==> src/rtl/output_port_fifo.sv <==
// output_port_fifo: first-word-fall-through output-port buffer with valid/ready drain, last-write register and sticky overflow.
// Define OUTPUT_PORT_DROP_CNT_EN to add a saturating 16-bit dropped-write counter (drop_count).
module output_port_fifo #(
    parameter int WIDTH = 32,
    parameter int DEPTH = 4,
    parameter int AW    = $clog2(DEPTH)
) (
    input  logic             clk,
    input  logic             rst,
    input  logic             wr_en,
    input  logic [WIDTH-1:0] wr_data,
    output logic [WIDTH-1:0] out_data,
    output logic             out_valid,
    input  logic             out_ready,
    output logic [WIDTH-1:0] last_value,
    output logic [AW:0]      count,
    output logic             full,
    output logic             overflow
`ifdef OUTPUT_PORT_DROP_CNT_EN
   ,output logic [15:0]      drop_count
`endif
);
    logic [WIDTH-1:0] mem [DEPTH];
    logic [AW-1:0]    rd_ptr, wr_ptr;
    logic             push, pop, drop;

    assign out_valid = count != '0;
    assign full      = count == (AW+1)'(DEPTH);
    assign pop       = out_valid & out_ready;
    // a pop frees the slot on the same edge, so a full FIFO can still take a write
    assign push      = wr_en & (~full | pop);
    assign drop      = wr_en & full & ~pop;
    assign out_data  = out_valid ? mem[rd_ptr] : '0;

    always_ff @(posedge clk)
        if (push) mem[wr_ptr] <= wr_data;

    always_ff @(posedge clk or posedge rst)
        if (rst) begin
            rd_ptr     <= '0;
            wr_ptr     <= '0;
            count      <= '0;
            last_value <= '0;
            overflow   <= 1'b0;
        end else begin
            if (push) begin
                wr_ptr     <= wr_ptr + AW'(1);
                last_value <= wr_data;
            end
            if (pop) rd_ptr <= rd_ptr + AW'(1);
            count <= count + (AW+1)'(push) - (AW+1)'(pop);
            if (drop) overflow <= 1'b1;
        end

`ifdef OUTPUT_PORT_DROP_CNT_EN
    always_ff @(posedge clk or posedge rst)
        if (rst) drop_count <= '0;
        else if (drop && drop_count != 16'hFFFF) drop_count <= drop_count + 16'd1;
`endif
endmodule

==> config.mk <==
export PLATFORM = sky130hd
export DESIGN_NAME = output_port_fifo
export DESIGN_NICKNAME = d
export VERILOG_FILES = /design/src/rtl/output_port_fifo.sv
export SDC_FILE = /design/constraint.sdc
export NUM_CORES = 1
export LEC_CHECK = 0
export CAP_MARGIN = 20
export CORE_MARGIN = 10
export CORE_UTILIZATION = 57
export CTS_CLUSTER_DIAMETER = 150
export CTS_CLUSTER_SIZE = 14
export DETAILED_ROUTE_END_ITERATION = 12
export GPL_ROUTABILITY_DRIVEN = 0
export PLACE_DENSITY = 0.89
export SLEW_MARGIN = 40
export SYNTH_ARGS = -nofsm -noshare
export SYNTH_HDL_FRONTEND = slang
export SYNTH_SLANG_ARGS = --single-unit
==> constraint.sdc <==
create_clock -name clk -period 4.35 [get_ports clk]
set_input_delay 0.435 -clock clk [delete_from_list [all_inputs] [get_ports clk]]
set_output_delay 0.435 -clock clk [all_outputs]
set_load 0.05 [all_outputs]
==> results.md <==
- The count of fill cells added during filler insertion is around 620.
- On the critical path the largest part of the delay comes from buffers and inverters.
- For this configuration, the core starts out at a cell density of between 50% and 60%.
- The fraction of final layout cells with drive strength greater than 1 is around 22%.
- The total CTS buffers is 17.
- The primary flip-flop cell chosen by synthesis mapping is sky130_fd_sc_hd__edfxtp_1.
- For flop-to-flop paths, the worst setup slack is between 1.5 and 2 ns.
- In this run, post-CTS hold repair placed 0 buffers.
- Relative to the synthesized area, the layout overhead comes to 30.0%.
- After clock tree synthesis, the clock-pin slew on the worst setup and hold paths is ~0.060 ns.
- The arrival time at the worst endpoint is 2.78 ns.
- The type of origin of the critical path is a register.
- TritonCTS built the clock tree.
- Synthesis produced a netlist whose cell count is about 320.
- The power density over the cells is around 800 nW/µm².
- The final layout contains routed wiring with a total length of roughly 13 mm.
- The distinct cell type count of the synthesized netlist is 22.
- After floorplanning, the core was sized to cover ~11,000 µm².
- The via count of the first global-routing pass is approximately 3,700.
- The final-report max-slew violation count is 0.
- The iteration count of the initial detailed-routing pass is 4.
- For this run, the register share of the synthesized area comes to approximately 75%.
- In this run the horizontal extent of the chip is 127 µm.
- The die height is roughly 130 µm.
- The number of nets produced by synthesis is roughly 360.
- The final HPWL from detailed placement is 8.72 mm.
- For this run, the total global-route usage over all layers was measured as approximately 17%.
- After global routing the overflow that remains totals 0.
- The worst-case reg-to-reg path depth is 8.
- The largest single stage delay on the critical path is 0.70 ns.
- The routed wire length per instance is about 23 µm.
- The launch point of the worst reg-to-reg path is count[1]$_DFF_PP0_.
- For the final database, setup skew stands at about 0.0054 ns.
- The capture instance of the worst register-to-register path is count[2]$_DFF_PP0_.
- The worst setup path is captured at a primary output.
- The floorplan row count is 38.
- Walking the worst path, the cells encountered are buf_4 > mux4_2 > and2_1 > clkdlybuf4s50_1.
- The initial antenna violation count is 0.
- The per-cell via count in the routed design is ~5.5.
- At the pin with the least slew margin, the transition time is around 0.83 ns.
- In this run the count of I/O pins placed on the die edge is 106.
- IR analysis of the VDD net gives a maximum drop of between 0.0006 and 0.0007 V.
- The area of the multi-input gates is 1530 µm².
- In this run the tightest slew margin relative to its limit is 44.4%.
- The tightest min-delay check is of the input port to async pin type.
- The data required time at the worst endpoint is around 3.9 ns.
- The count of H-tree levels built during CTS is 4.
- The maximum clock rate is roughly 310 MHz.
- The first global-routing pass estimated around 21 mm of wire.
- The maximum net fanout on the critical path is 17.
- Setup violations remaining at the end of the flow were counted as 0.
- The path type of the worst setup path is register to primary output.
- The number of buffer cells added on primary ports is between 100 and 150.
- The final count of hold timing violations is 0.
- The Yosys step of the flow raised 0 warnings.
- The post-CTS resize count is 0.
- The number of enable flip-flop cells after synthesis is roughly 130.
- Setup total negative slack on the finished layout was measured at 0 ns.
- The final cycle utilization of the critical path is between 70% and 80%.
- CTS placed an instance of sky130_fd_sc_hd__clkbuf_16 at the clock tree root.
- The DRC marker count from the first detailed-route iteration is ~280.
- The leakage power figure is a little under 3 nW.
- The synthesized netlist occupies a cell area of ~6500 µm².
- Across the run, the number of max-cap violations was 0.
- The post-detailed-route DRC marker count is 0.
- The latest clock arrival within the worst-skew pair is ~0.42 ns.
- The total power is 0.00671 W.
- The final route contains around 3,300 vias.
- The time the final worst path needs with I/O delays and setup is around 3.2 ns.
- The post-synthesis area per instance is ~20 µm².
- The area enclosed by the die boundary is 16,000 µm².
- The number of clock sinks is around 170.
- The clock passes through at most 2 buffers.
- The share of async-settable or async-resettable flops after synthesis is between 20% and 30%.
- The slowest stage cell on the critical path is sky130_fd_sc_hd__clkdlybuf4s50_1.
- The number of buffers and inverters on the critical path is 2.
- The register bit total from synthesis is 168.
- The total number of nets in the final design is 479.
- The area of all sequential standard cells is a little under 5000 µm².
- The repair_antennas step left the layout with diodes totalling 0.
- Buffers added to address setup during post-CTS repair amount to 0.
- The detail route stage leaves a number of antenna-violating nets equal to 0.
- Setup repair after global routing left no endpoint under its margin.
- The maximum number of pins on one net before global-route repair is a little over 40.
- The run finished with clean final reports.
[how the worst max path moves through the flow]
stage,start,endpoint,depth (start not counted)
after floorplan,count[1]$_DFF_PP0_,mem[0][0]$_DFFE_PP_,5
after global placement,rd_ptr[0]$_DFFE_PP0N_,out_data[22],4
after detailed placement,rd_ptr[0]$_DFFE_PP0N_,out_data[30],4
after CTS,rd_ptr[0]$_DFFE_PP0N_,out_data[30],4
after global routing,rd_ptr[0]$_DFFE_PP0N_,out_data[13],4
final,rd_ptr[0]$_DFFE_PP0N_,out_data[13],4
[cell families after synthesis]
| kind of cell | count (synthesis) | synth area share (%) |
|---|---|---|
| AND/OR/NAND/NOR | 42 | 3.81 |
| adder cells (fa/ha/maj) | 6 | 1.28 |
| AO/OA/AOI/OAI | 3 | 0.348 |
| buffers and inverters | 27 | 2.07 |
| XOR/XNOR | 6 | 0.812 |
| multiplexers | 65 | 16.9 |
| flip-flops | 168 | 74.8 |
[worst reg2reg max path, stage by stage (launching register included)]
cell and delay (ns):
sky130_fd_sc_hd__dfrtp_1 0.46, sky130_fd_sc_hd__or3_1 0.66, sky130_fd_sc_hd__xnor2_1 0.24, sky130_fd_sc_hd__o22ai_1 0.16, sky130_fd_sc_hd__ha_1 0.16, sky130_fd_sc_hd__inv_1 0.05
sky130_fd_sc_hd__fa_1 0.39, sky130_fd_sc_hd__xnor2_1 0.19, sky130_fd_sc_hd__xnor2_1 0.14
[cell usage after synthesis, types with 5 or more instances]
library cell	instances	share of area (%)
sky130_fd_sc_hd__inv_1	11	0.64
sky130_fd_sc_hd__ha_1	5	0.97
sky130_fd_sc_hd__clkbuf_1	7	0.41
sky130_fd_sc_hd__xnor2_1	6	0.81
sky130_fd_sc_hd__mux2_2	18	3.1
sky130_fd_sc_hd__mux2_1	15	2.6
sky130_fd_sc_hd__nor2_1	5	0.29
sky130_fd_sc_hd__mux4_2	32	11
sky130_fd_sc_hd__buf_2	5	0.39
sky130_fd_sc_hd__dfrtp_1	40	15
sky130_fd_sc_hd__and2_1	32	3.1
sky130_fd_sc_hd__edfxtp_1	128	59
[flip-flops by register name, indices dropped and copies added (netlist names)]
| register | flops |
|---|---|
| last_value | 32 |
| mem | 128 |
| wr_ptr | 2 |
| rd_ptr | 2 |
| overflow | 1 |
| count | 3 |
[routing by layer]
layer | GRT usage [%] | vias to the layer above | part of all wire, %
met5 | 0 | - | 0
met4 | 7.84 | 0 | 2.0
met3 | 5.41 | 18 | 5.9
met2 | 29.8 | 98 | 54
met1 | 18.9 | 1681 | 38
li1 | - | 1463 | -
[power breakdown]
group	internal (W)	switching, W	total (W)	leakage, nW
clock	0.000741	0.000621	0.00136	0.262
combinational	0.00120	0.00185	0.00305	1.06
sequential	0.00209	0.000204	0.00230	1.64
total	0.00404	0.00268	0.00671	2.96
[cell type report]
type / count / share of cell area [%]
Sequential cell: 168 / 57.6
Clock inverter: 15 / 1.40
Inverter: 11 / 0.520
Tap cell: 140 / 2.08
Clock buffer: 17 / 5.05
Timing Repair Buffer: 117 / 15.2
Multi-Input combinational cell: 122 / 18.2
[metrics by stage]
step / utilization [%] / hold slack [ns] / setup WS [ns] / instances / area, µm²
2_1_floorplan: - / 0.497 / 1.30 / 317 / 6470
3_3_place_gp: 69.9 / 0.464 / 1.55 / 550 / 7680
3_5_place_dp: 71.6 / 0.461 / 1.51 / 557 / 7860
4_1_cts: 76.5 / 0.452 / 1.06 / 589 / 8400
5_1_grt: 76.7 / 0.463 / 0.930 / 590 / 8420
6_report: 76.7 / 0.440 / 1.14 / 590 / 8420
[cells in the final DEF (no fill, tap or decap), types with 2 or more instances in the layout]
| cell | instances |
|---|---|
| sky130_fd_sc_hd__clkinvlp_4 | 2 |
| sky130_fd_sc_hd__dfrtp_2 | 2 |
| sky130_fd_sc_hd__buf_8 | 2 |
| sky130_fd_sc_hd__clkbuf_16 | 17 |
| sky130_fd_sc_hd__buf_16 | 6 |
| sky130_fd_sc_hd__clkinv_4 | 3 |
| sky130_fd_sc_hd__edfxtp_1 | 128 |
| sky130_fd_sc_hd__and2_1 | 32 |
| sky130_fd_sc_hd__clkinv_1 | 2 |
| sky130_fd_sc_hd__inv_1 | 10 |
| sky130_fd_sc_hd__mux2_2 | 18 |
| sky130_fd_sc_hd__dfrtp_1 | 38 |
| sky130_fd_sc_hd__mux2_1 | 15 |
| sky130_fd_sc_hd__nor2_4 | 4 |
| sky130_fd_sc_hd__nand2_1 | 2 |
| sky130_fd_sc_hd__buf_4 | 4 |
| sky130_fd_sc_hd__xnor2_1 | 6 |
| sky130_fd_sc_hd__clkdlybuf4s50_1 | 105 |
| sky130_fd_sc_hd__inv_6 | 6 |
| sky130_fd_sc_hd__mux4_2 | 32 |
| sky130_fd_sc_hd__ha_1 | 5 |
(Power assumes the default switching activity.)
